--- src/rtl/apb_req_arbiter_pkg.sv ---
// Shared types and default widths for the APB request arbiter.
// The optional ACCESS timeout is enabled with APB_ARB_TIMEOUT_EN.
package apb_arb_pkg;

    typedef enum logic [1:0] {
        ST_IDLE   = 2'd0,
        ST_SETUP  = 2'd1,
        ST_ACCESS = 2'd2
    } state_t;

    localparam int ADDR_W = 32;
    localparam int DATA_W = 32;
    localparam int PROT_W = 3;

endpackage

--- src/rtl/apb_req_arbiter_if.sv ---
// Requester-side and APB-side signals of the arbiter, plus the FSM state for observation.
// Handshake: a request is accepted in the cycle where req_valid[i] && req_ready[i]; fields hold until then.
interface apb_req_arbiter_if #(
    parameter int NUM_REQ = 4,
    parameter int ADDR_W  = apb_arb_pkg::ADDR_W,
    parameter int DATA_W  = apb_arb_pkg::DATA_W
);
    localparam int STRB_W = DATA_W / 8;
    localparam int PROT_W = apb_arb_pkg::PROT_W;

    logic [NUM_REQ-1:0]        req_valid;
    logic [NUM_REQ-1:0]        req_ready;
    logic [NUM_REQ*ADDR_W-1:0] req_addr;
    logic [NUM_REQ-1:0]        req_write;
    logic [NUM_REQ*DATA_W-1:0] req_wdata;
    logic [NUM_REQ*STRB_W-1:0] req_strb;
    logic [NUM_REQ*PROT_W-1:0] req_prot;
    logic [NUM_REQ-1:0]        rsp_valid;
    logic [DATA_W-1:0]         rsp_rdata;
    logic                      rsp_err;

    logic                      psel;
    logic                      penable;
    logic [ADDR_W-1:0]         paddr;
    logic                      pwrite;
    logic [DATA_W-1:0]         pwdata;
    logic [STRB_W-1:0]         pstrb;
    logic [PROT_W-1:0]         pprot;
    logic [DATA_W-1:0]         prdata;
    logic                      pready;
    logic                      pslverr;

    apb_arb_pkg::state_t       dbg_state;

    modport master (
        input  req_valid, req_addr, req_write, req_wdata, req_strb, req_prot,
        input  prdata, pready, pslverr,
        output req_ready, rsp_valid, rsp_rdata, rsp_err,
        output psel, penable, paddr, pwrite, pwdata, pstrb, pprot,
        output dbg_state
    );

    modport slave (
        output req_valid, req_addr, req_write, req_wdata, req_strb, req_prot,
        output prdata, pready, pslverr,
        input  req_ready, rsp_valid, rsp_rdata, rsp_err,
        input  psel, penable, paddr, pwrite, pwdata, pstrb, pprot,
        input  dbg_state
    );
endinterface

--- src/rtl/apb_req_arbiter_rr_pick.sv ---
// Combinational round-robin selector: first set request after ptr, wrapping.
module apb_rr_pick #(
    parameter int NUM_REQ = 4,
    localparam int IDX_W = $clog2(NUM_REQ)
) (
    input  logic [NUM_REQ-1:0] req,
    input  logic [IDX_W-1:0]   ptr,
    output logic [NUM_REQ-1:0] grant,
    output logic [IDX_W-1:0]   idx,
    output logic               any_valid
);
    logic [IDX_W-1:0] sel;

    // Scan from farthest to nearest so the nearest hit after ptr is written last.
    always_comb begin
        grant     = '0;
        idx       = '0;
        any_valid = 1'b0;
        sel       = '0;
        for (int k = NUM_REQ; k >= 1; k--) begin
            sel = IDX_W'((int'(ptr) + k) % NUM_REQ);
            if (req[sel]) begin
                idx       = sel;
                any_valid = 1'b1;
            end
        end
        grant[idx] = any_valid;
    end
endmodule

--- src/rtl/apb_req_arbiter.sv ---
// Round-robin arbiter sharing one APB master port between NUM_REQ requesters.
// Define APB_ARB_TIMEOUT_EN to abort ACCESS phases that exceed TIMEOUT_CYC cycles.
module apb_req_arbiter #(
    parameter int NUM_REQ     = 4,
    parameter int ADDR_W      = apb_arb_pkg::ADDR_W,
    parameter int DATA_W      = apb_arb_pkg::DATA_W,
    parameter int TIMEOUT_CYC = 16
) (
    input logic               pclk,
    input logic               preset,
    apb_req_arbiter_if.master bus
);
    import apb_arb_pkg::*;

    localparam int STRB_W = DATA_W / 8;
    localparam int IDX_W  = $clog2(NUM_REQ);

    state_t             state, state_nxt;
    logic [IDX_W-1:0]   ptr, owner, pick_idx;
    logic [NUM_REQ-1:0] pick_grant;
    logic               pick_any, done, window, timeout;

    logic [ADDR_W-1:0]  sel_addr;
    logic               sel_write;
    logic [DATA_W-1:0]  sel_wdata;
    logic [STRB_W-1:0]  sel_strb;
    logic [PROT_W-1:0]  sel_prot;

    apb_rr_pick #(.NUM_REQ(NUM_REQ)) u_pick (
        .req       (bus.req_valid),
        .ptr       (ptr),
        .grant     (pick_grant),
        .idx       (pick_idx),
        .any_valid (pick_any)
    );

`ifdef APB_ARB_TIMEOUT_EN
    localparam int CNT_W = $clog2(TIMEOUT_CYC) + 1;
    logic [CNT_W-1:0] acc_cnt;

    // Counts ACCESS cycles already spent; saturates so it never wraps into a false hit.
    always_ff @(posedge pclk) begin
        if (!preset) begin
            acc_cnt <= '0;
        end else if (state_nxt == ST_SETUP) begin
            acc_cnt <= '0;
        end else if (state == ST_ACCESS && acc_cnt != CNT_W'(TIMEOUT_CYC)) begin
            acc_cnt <= acc_cnt + 1'b1;
        end
    end

    assign timeout = (state == ST_ACCESS) && !bus.pready
                     && (acc_cnt == CNT_W'(TIMEOUT_CYC - 1));
`else
    assign timeout = 1'b0;
`endif

    assign done          = (state == ST_ACCESS) && bus.pready;
    assign window        = (state == ST_IDLE) || done;
    assign bus.req_ready = window ? pick_grant : '0;
    assign bus.dbg_state = state;

    always_comb begin
        sel_addr  = '0;
        sel_write = 1'b0;
        sel_wdata = '0;
        sel_strb  = '0;
        sel_prot  = '0;
        for (int i = 0; i < NUM_REQ; i++) begin
            if (pick_idx == IDX_W'(i)) begin
                sel_addr  = bus.req_addr[i*ADDR_W +: ADDR_W];
                sel_write = bus.req_write[i];
                sel_wdata = bus.req_wdata[i*DATA_W +: DATA_W];
                sel_strb  = bus.req_strb[i*STRB_W +: STRB_W];
                sel_prot  = bus.req_prot[i*PROT_W +: PROT_W];
            end
        end
    end

    always_comb begin
        state_nxt = state;
        case (state)
            ST_IDLE:   if (pick_any) state_nxt = ST_SETUP;
            ST_SETUP:  state_nxt = ST_ACCESS;
            ST_ACCESS: begin
                if (done)         state_nxt = pick_any ? ST_SETUP : ST_IDLE;
                else if (timeout) state_nxt = ST_IDLE;
            end
            default:   state_nxt = ST_IDLE;
        endcase
    end

    always_ff @(posedge pclk) begin
        if (!preset) state <= ST_IDLE;
        else         state <= state_nxt;
    end

    always_ff @(posedge pclk) begin
        if (!preset) begin
            bus.psel      <= 1'b0;
            bus.penable   <= 1'b0;
            bus.paddr     <= '0;
            bus.pwrite    <= 1'b0;
            bus.pwdata    <= '0;
            bus.pstrb     <= '0;
            bus.pprot     <= '0;
            bus.rsp_valid <= '0;
            bus.rsp_rdata <= '0;
            bus.rsp_err   <= 1'b0;
            ptr           <= IDX_W'(NUM_REQ - 1);
            owner         <= '0;
        end else begin
            bus.psel      <= (state_nxt != ST_IDLE);
            bus.penable   <= (state_nxt == ST_ACCESS);
            bus.rsp_valid <= '0;
            if (done) begin
                bus.rsp_valid <= NUM_REQ'(1) << owner;
                bus.rsp_err   <= bus.pslverr;
                bus.rsp_rdata <= bus.pwrite ? '0 : bus.prdata;
            end else if (timeout) begin
                bus.rsp_valid <= NUM_REQ'(1) << owner;
                bus.rsp_err   <= 1'b1;
                bus.rsp_rdata <= '0;
            end
            if (window && pick_any) begin
                bus.paddr  <= sel_addr;
                bus.pwrite <= sel_write;
                bus.pwdata <= sel_wdata;
                bus.pstrb  <= sel_strb;
                bus.pprot  <= sel_prot;
                ptr        <= pick_idx;
                owner      <= pick_idx;
            end
        end
    end
endmodule
--- src/flat_wrapper.sv ---
// flat-port wrapper written by rule: the top's interface ports become plain ports
module apb_req_arbiter_flat import apb_arb_pkg::*;
#(
    parameter int NUM_REQ     = 4,
    parameter int ADDR_W      = apb_arb_pkg::ADDR_W,
    parameter int DATA_W      = apb_arb_pkg::DATA_W,
    parameter int TIMEOUT_CYC = 16
)
  (pclk, preset, bus_req_valid, bus_req_addr, bus_req_write, bus_req_wdata, bus_req_strb, bus_req_prot, bus_prdata, bus_pready, bus_pslverr, bus_req_ready, bus_rsp_valid, bus_rsp_rdata, bus_rsp_err, bus_psel, bus_penable, bus_paddr, bus_pwrite, bus_pwdata, bus_pstrb, bus_pprot, bus_dbg_state);
  apb_req_arbiter_if #(.NUM_REQ(NUM_REQ), .ADDR_W(ADDR_W), .DATA_W(DATA_W)) bus_i ();
  input logic pclk;
  input logic preset;
  input wire logic [$bits(bus_i.req_valid)-1:0] bus_req_valid;
  input wire logic [$bits(bus_i.req_addr)-1:0] bus_req_addr;
  input wire logic [$bits(bus_i.req_write)-1:0] bus_req_write;
  input wire logic [$bits(bus_i.req_wdata)-1:0] bus_req_wdata;
  input wire logic [$bits(bus_i.req_strb)-1:0] bus_req_strb;
  input wire logic [$bits(bus_i.req_prot)-1:0] bus_req_prot;
  input wire logic [$bits(bus_i.prdata)-1:0] bus_prdata;
  input wire logic [$bits(bus_i.pready)-1:0] bus_pready;
  input wire logic [$bits(bus_i.pslverr)-1:0] bus_pslverr;
  output wire logic [$bits(bus_i.req_ready)-1:0] bus_req_ready;
  output wire logic [$bits(bus_i.rsp_valid)-1:0] bus_rsp_valid;
  output wire logic [$bits(bus_i.rsp_rdata)-1:0] bus_rsp_rdata;
  output wire logic [$bits(bus_i.rsp_err)-1:0] bus_rsp_err;
  output wire logic [$bits(bus_i.psel)-1:0] bus_psel;
  output wire logic [$bits(bus_i.penable)-1:0] bus_penable;
  output wire logic [$bits(bus_i.paddr)-1:0] bus_paddr;
  output wire logic [$bits(bus_i.pwrite)-1:0] bus_pwrite;
  output wire logic [$bits(bus_i.pwdata)-1:0] bus_pwdata;
  output wire logic [$bits(bus_i.pstrb)-1:0] bus_pstrb;
  output wire logic [$bits(bus_i.pprot)-1:0] bus_pprot;
  output wire logic [$bits(bus_i.dbg_state)-1:0] bus_dbg_state;
  assign bus_i.req_valid = bus_req_valid;
  assign bus_i.req_addr = bus_req_addr;
  assign bus_i.req_write = bus_req_write;
  assign bus_i.req_wdata = bus_req_wdata;
  assign bus_i.req_strb = bus_req_strb;
  assign bus_i.req_prot = bus_req_prot;
  assign bus_i.prdata = bus_prdata;
  assign bus_i.pready = bus_pready;
  assign bus_i.pslverr = bus_pslverr;
  assign bus_req_ready = bus_i.req_ready;
  assign bus_rsp_valid = bus_i.rsp_valid;
  assign bus_rsp_rdata = bus_i.rsp_rdata;
  assign bus_rsp_err = bus_i.rsp_err;
  assign bus_psel = bus_i.psel;
  assign bus_penable = bus_i.penable;
  assign bus_paddr = bus_i.paddr;
  assign bus_pwrite = bus_i.pwrite;
  assign bus_pwdata = bus_i.pwdata;
  assign bus_pstrb = bus_i.pstrb;
  assign bus_pprot = bus_i.pprot;
  assign bus_dbg_state = bus_i.dbg_state;
  apb_req_arbiter #(.NUM_REQ(NUM_REQ), .ADDR_W(ADDR_W), .DATA_W(DATA_W), .TIMEOUT_CYC(TIMEOUT_CYC)) u_core (.pclk(pclk), .preset(preset), .bus(bus_i));
endmodule
--- config.mk ---
export PLATFORM = sky130hd
export DESIGN_NAME = apb_req_arbiter_flat
export DESIGN_NICKNAME = d
export VERILOG_FILES = /design/src/rtl/apb_req_arbiter_pkg.sv /design/src/rtl/apb_req_arbiter_if.sv /design/src/rtl/apb_req_arbiter_rr_pick.sv /design/src/rtl/apb_req_arbiter.sv /design/src/flat_wrapper.sv
export SDC_FILE = /design/constraint.sdc
export NUM_CORES = 1
export LEC_CHECK = 0
export ABC_AREA = 0
export CORE_AREA = 5 5 169 171
export CTS_BUF_LIST = sky130_fd_sc_hd__clkbuf_2 sky130_fd_sc_hd__clkbuf_4 sky130_fd_sc_hd__clkbuf_8
export DETAILED_ROUTE_END_ITERATION = 8
export DIE_AREA = 0 0 174 176
export GPL_TIMING_DRIVEN = 1
export PLACE_DENSITY = 0.64
export SKIP_CTS_REPAIR_TIMING = 1
export SYNTH_ARGS = -nofsm -noshare
export SYNTH_HDL_FRONTEND = slang
export SYNTH_SLANG_ARGS = --single-unit
--- constraint.sdc ---
create_clock -name pclk -period 1.88 [get_ports pclk]
set_input_delay 0.376 -clock pclk [delete_from_list [all_inputs] [get_ports pclk]]
set_output_delay 0.376 -clock pclk [all_outputs]
set_load 0.03 [all_outputs]
==> flow_summary.toml, run 1 <==
[synth]
synth_most_common_cell = "dfxtp_1"
yosysTopAreaCell = "dfxtp_1"
yosysTopAreaCellShare = 0.397
synthesis.nets = 992
async_reset_ff_frac = 0
synth-warning-count = 0
synthFlopType = "dfxtp_1"
synth_seq_area_share = 0.397
synth_common_cells = "dfxtp_1 (117), a21oi_1 (83), a211oi_1 (62), and2_1 (62), o21ai_0 (44)"
synth_cell_type_count = 38
synth-seq-cells = 117
ys_top_cells_by_area = "dfxtp_1 (40%), a211oi_1 (7.9%), mux2_1 (7.4%)"
syn_area_um2 = 5900
synth_cells = 664
synth_enable_flop_cells = 0
syn_area_per_cell_um2 = 8.88

[worst_setup_path]
slowest_delay_ps = 530
rrSetupSlack_ps = -80
crit-reg2reg-launch = "u_core.ptr[0]"
timing.critical_path.to_type = "primary output"
critical-path-top-delay-family = "simple AND/OR/NAND/NOR gates"
r2r_cells = 7
start_kind = "primary input"
crit_required_ps = 1500
slowest_stage = "clkdlybuf4s50_1"
crit_type = "primary input to primary output"
r2r-end = "u_core.bus.paddr[26]"
worstPathMaxFanout = 4
path_buf_inv = 2
worstPathArrival_ps = 1780
cp_cell_sequence = "clkdlybuf4s50_1 > nor2b_4 > or3_4 > nor3_4 > buf_6"

[power_and_ir_drop]
power.leakage_nw = 6.05
powerDensity_nw_per_um2 = 751
ir_drop_mv = 0.374

[placement]
dpl_cell_area_um2 = 11100
portBuffers = 444
gp_congestion = 0.792
placed_cells = 1430
dp_hpwl_um = 21700

[clock_network]
cts-root-buf = "clkbuf_8"
clock_latency_ps = 430
htree_levels = 4
cts.clk_slew.worst_paths_ps = 80
cts_tree = "done"
clkSinkCount = 117
clockBufferDepth = 2
cts_buffers = 17

[hold_path]
min-delay-path-class = "primary input to register"
worstHoldStart = "preset"
hold_depth = 2
holdPathEnd = "u_core.ptr[1]"

[floorplanning]
dieArea_um2 = 30600
num_rows = 60
coreArea_um2 = 26700
ioPinCount = 445
dieWidth_um = 174
start_util = 0.221
die_h_um = 176

[routing]
vias = 7121
drtIter0Drc = 262
antenna_left = 0
wl_um = 29900
first_pass_iters = 5
drc = 0
routed_via_density = 4.83
wl_per_cell_um = 20.3

[timing]
finalHoldViolCount = 0
max_freq_ghz = 0.463
timing.final.crit_period_ps = 2160
setup_viol = 44
worstMarginPinSlew_ps = 466
worst_slack_ps = -279
finalCritPeriodShare = 1.15
rsz0062_at_grt = "yes"
drv_slew = 0
finalClockSkew_ps = 13.9
hold_slack_ps = 283
relSlewSlack = 0.689

[global_routing]
antenna_found_initial = 1
grt_pass1_wl_um = 41900
grt_pass1_vias = 7118
track_usage = 0.173
grt_max_degree = 63
grt_overflow_total = 0

[status]
violations = "negative setup slack"
status = "finished with violations"

[final_layout]
drive_above_1_share = 0.163
final_area_um2 = 12400
n_antenna_cell = 0
area_growth_pct = 110
seq_area_um2 = 2350
stdcell_count = 1473
fillCellCount = 2555
nets = 1447
multi_input_area_um2 = 3750
postLayoutCoreUtil = 0.463

[run]
cap_viol_max_count = 0
cell families (layout without fill, tap and decap cells):
logic type,count (synthesis),count (layout),synth area share
AND/OR/NAND/NOR,131,131,0.127
flip-flops,117,117,0.397
AO/OA/AOI/OAI,304,304,0.341
multiplexers,42,42,0.0800
buffers and inverters,70,538,0.0554
cells in the final DEF, fill, tap and decap left out, drive strengths merged, types with 32 or more instances in the layout:
cell	Yosys	layout
dlymetal6s2s	0	112
o21ai	46	46
a21oi	83	83
a211oi	62	62
mux2	41	41
buf	27	62
clkdlybuf4s50	0	327
a22oi	41	41
and2	62	62
dfxtp	117	117
a22o	32	32
nand3	33	33
per-stage QoR:
step | power, mW | setup TNS (ps) | setup slack, ps
final | 9.30 | -2470 | -279
after global routing | 9.81 | -6250 | -350
after CTS | 9.05 | -10160 | -619
after detailed placement | 6.75 | -47410 | -671
after global placement | 6.74 | -44830 | -659
after floorplan | 4.82 | -144 | -75.4
power breakdown:
part	switching [mW]	internal (mW)
logic	2.12	2.03
clock network	1.26	0.962
registers	0.157	2.76
total	3.54	5.76
worst max path at each step:
| stage | endpoint | start | slack (ps) | cells past startpoint |
|---|---|---|---|---|
| 2_1_floorplan | bus_req_ready[1] | bus_req_valid[1] | -80 | 6 |
| 3_3_place_gp | u_core.bus.pwdata[6] | bus_req_valid[1] | -660 | 7 |
| 3_5_place_dp | u_core.bus.pwdata[6] | bus_req_valid[1] | -670 | 7 |
| 4_1_cts | bus_req_ready[2] | bus_req_valid[1] | -620 | 8 |
| 5_1_grt | bus_req_ready[1] | u_core.ptr[0] | -350 | 5 |
| 6_report | bus_req_ready[1] | bus_pready | -280 | 5 |
final cells by class:
| type | count | area share |
|---|---|---|
| multi-input cells | 477 | 0.303 |
| repair buffers | 505 | 0.444 |
| well taps | 341 | 0.0345 |
| inverters | 1 | 0.000303 |
| clock inverters | 14 | 0.00929 |
| clock buffers | 18 | 0.0195 |
| flip-flops and latches | 117 | 0.190 |
state kept, by name, summed over array words and instances (netlist names):
name,flops
u_core.bus.paddr,32
u_core.bus.pwdata,32
u_core.bus.rsp_rdata,32
u_core.bus.pstrb,4
u_core.bus.rsp_valid,4
u_core.bus.pprot,3
u_core.bus.dbg_state,2
u_core.owner,2
u_core.ptr,2
u_core.bus.penable,1
u_core.bus.psel,1
u_core.bus.pwrite,1
u_core.bus.rsp_err,1
layer usage:
layer	vias to the layer above	part of all wire	global-route usage
li1	3414	-	-
met4	0	0.013	0.0396
met3	26	0.090	0.0707
met2	360	0.51	0.309
met5	-	0	0
met1	3321	0.39	0.193
No activity file was read; power rests on OpenSTA's default activity.
==> inputs of run 2 (changes only) <==
--- a/config.mk
+++ b/config.mk
@@ -6,13 +6,14 @@
 export NUM_CORES = 1
 export LEC_CHECK = 0
 export ABC_AREA = 0
-export CORE_AREA = 5 5 169 171
+export CORE_AREA = 5 5 172 174
 export CTS_BUF_LIST = sky130_fd_sc_hd__clkbuf_2 sky130_fd_sc_hd__clkbuf_4 sky130_fd_sc_hd__clkbuf_8
 export DETAILED_ROUTE_END_ITERATION = 8
-export DIE_AREA = 0 0 174 176
+export DIE_AREA = 0 0 177 179
 export GPL_TIMING_DRIVEN = 1
-export PLACE_DENSITY = 0.64
+export PLACE_DENSITY = 0.61
 export SKIP_CTS_REPAIR_TIMING = 1
 export SYNTH_ARGS = -nofsm -noshare
 export SYNTH_HDL_FRONTEND = slang
+export SYNTH_HIERARCHICAL = 1
 export SYNTH_SLANG_ARGS = --single-unit
==> run 2 against run 1 <==
- the flow still finishes with violations (negative setup slack)
- routed wire length shrank 9.1%
- die area increased by 3.5%
- combinational power down 12%
- clock power is 9% higher
- critical path depth rose by 4
- sequential share of layout area increased by 0.89 points
- fmax up 0.47%
- clock skew up 0.80 ps
- global-route usage shrank 1.5 points
- critical endpoint is now u_core/bus.pwdata[5]
==> flow_summary.toml, run 2 <==
[status]
status = "finished with violations"
violations = "negative setup slack"

[worst_setup_path]
path_buf_inv = 4
start_kind = "register"
crit_type = "register to register"
cp.depth = 9
slowest_stage = "mux4_2"
cp_cell_sequence = "buf_6 > nor2b_4 > a21oi_2 > o221ai_4 > buf_12 > clkbuf_16 > buf_12 > mux4_2 > a22o_1"
critical_path.most_common_cell = "buf_12"
r2r-end = "u_core/bus.pwdata[5]"
critical-path-top-delay-family = "buffers and inverters"
crit-reg2reg-launch = "u_core/ptr[1]"
r2r_cells = 9
rrSetupSlack_ps = -270
timing.critical_path.to_type = "register"
crit_required_ps = 2200
slowest_delay_ps = 510
worstPathMaxFanout = 9
worstPathArrival_ps = 2470

[clock_network]
htree_levels = 4
cts_tree = "done"
clockBufferDepth = 2
cts-root-buf = "clkbuf_8"
cts.clk_slew.worst_paths_ps = 90
clock_latency_ps = 430
clkSinkCount = 117
cts_buffers = 17

[final_layout]
mostFrequentLayoutCells = "clkdlybuf4s50_1 (325), dfxtp_1 (116), dlymetal6s2s_1 (115)"
nets = 1211
top_regs = "u_core/bus.paddr (32), u_core/bus.pwdata (32), u_core/bus.rsp_rdata (32)"
n_antenna_cell = 0
area_growth_pct = 110
final_common_cell = "clkdlybuf4s50_1"
drive_above_1_share = 0.215
postLayoutCoreUtil = 0.428

[floorplanning]
ioPinCount = 445
start_util = 0.204
die_h_um = 179
dieWidth_um = 177
coreArea_um2 = 27600
num_rows = 61
dieArea_um2 = 31700

[power_and_ir_drop]
ir_drop_mv = 0.405
power.leakage_nw = 6.15
p_total_mw = 8.97
powerDensity_nw_per_um2 = 760

[timing]
drv_slew = 0
timing.final.crit_period_ps = 2150
worst_slack_ps = -269
finalClockSkew_ps = 14.7
finalHoldViolCount = 0
setup_viol = 76
finalCritPeriodShare = 1.14
worstMarginPinSlew_ps = 417
rsz0062_at_grt = "yes"
max_freq_ghz = 0.465
relSlewSlack = 0.722

[hold_path]
min-delay-path-class = "register to register"
worstHoldStart = "u_core/bus.rsp_rdata[8]"
hold_depth = 1
holdPathEnd = "u_core/bus.rsp_rdata[8]"

[routing]
drtIter0Drc = 238
first_pass_iters = 4
routed_via_density = 4.53
antenna_left = 0
vias = 5772
wl_um = 27200
drc = 0
wl_per_cell_um = 21.3

[placement]
gp_congestion = 0.812
dp_hpwl_um = 21700
portBuffers = 444
place_ws_ps = -747

[synth]
synth_common_cells = "dfxtp_1 (117), a22o_1 (105), mux4_2 (72), buf_2 (15), clkbuf_1 (12)"
synth-warning-count = 6
synth_enable_flop_cells = 0
synthesis.nets = 732
yosysTopAreaCellShare = 0.416
synth_cells = 404
async_reset_ff_frac = 0
yosysTopAreaCell = "dfxtp_1"
synth_cell_type_count = 37
synth_most_common_cell = "dfxtp_1"
synth-seq-cells = 117
syn_area_um2 = 5620
ys_top_cells_by_area = "dfxtp_1 (42%), mux4_2 (29%), a22o_1 (16%)"
synth_seq_area_share = 0.416
syn_area_per_cell_um2 = 13.9
synthFlopType = "dfxtp_1"

[global_routing]
grt_pass1_vias = 6163
antenna_found_initial = 0
grt_overflow_total = 0
grt_max_degree = 47
track_usage = 0.158
grt_pass1_wl_um = 38000

[run]
cap_viol_max_count = 0
## run 2: changes by cell type in the layout (fill, tap and decap cells not counted), sizes merged, moves of 5 or more
cell | previous run | this run
a211oi | 62 | 2
a21oi | 83 | 3
a22o | 32 | 105
a22oi | 41 | 1
and2 | 62 | 6
inv | 9 | 14
mux2 | 41 | 0
mux4 | 0 | 72
nand2 | 6 | 1
nand3 | 33 | 2
o21ai | 46 | 0
o31ai | 31 | 4
## run 2: worst max-delay path by stage
| stage | startpoint | to | slack [ps] |
|---|---|---|---|
| global placement | bus_req_valid[1] | u_core/bus.pwdata[25] | -710 |
| global route | u_core/ptr[1] | bus_req_ready[2] | -400 |
| CTS | u_core/ptr[1] | bus_req_ready[2] | -410 |
| floorplan | bus_req_valid[1] | u_core/bus.paddr[17] | -10 |
| finish | u_core/ptr[1] | u_core/bus.pwdata[5] | -270 |
| detailed placement | bus_req_valid[3] | u_core/bus.paddr[1] | -750 |
## run 2: cells by family (layout without fill, tap and decap cells)
family                 Yosys count  after routing  share of synthesized area
AOI/OAI and AO/OA              129            129                      0.196
DFF                            117            117                      0.416
muxes                           73             73                      0.290
buffers and inverters           50            542                     0.0561
and+or+nand+nor                 35             35                     0.0409
## run 2: report_power, final
group	internal, mW	total (mW)	switching [mW]
registers	2.75	2.92	0.167
clock network	1.10	2.42	1.31
logic	2.12	3.64	1.52
total	5.97	8.97	3.00
## run 2: layout make-up
type                    instances  area (um2)
clock buffers                  17         234
clock inverters                15         156
fillers                      2603       15800
inverters                       4        15.0
multi-input cells             237        3070
flip-flops and latches        117        2350
well taps                     378         473
repair buffers                506        5520
## run 2: stage by stage
step	TNS, ps	hold slack, ps	std cells	area [um2]
6_report	-15170	477	1274	11800
3_3_place_gp	-50660	459	1235	10900
4_1_cts	-18890	477	1267	11300
2_1_floorplan	-348	447	404	5800
3_5_place_dp	-53550	463	1235	10900
5_1_grt	-21750	473	1274	11800
## run 2: metal layers
layer,GRT usage,share of wire,vias to the layer above
li1,-,-,2635
met5,0,0,-
met2,0.266,0.50,269
met1,0.195,0.40,2841
met4,0.0509,0.020,0
met3,0.0481,0.081,27
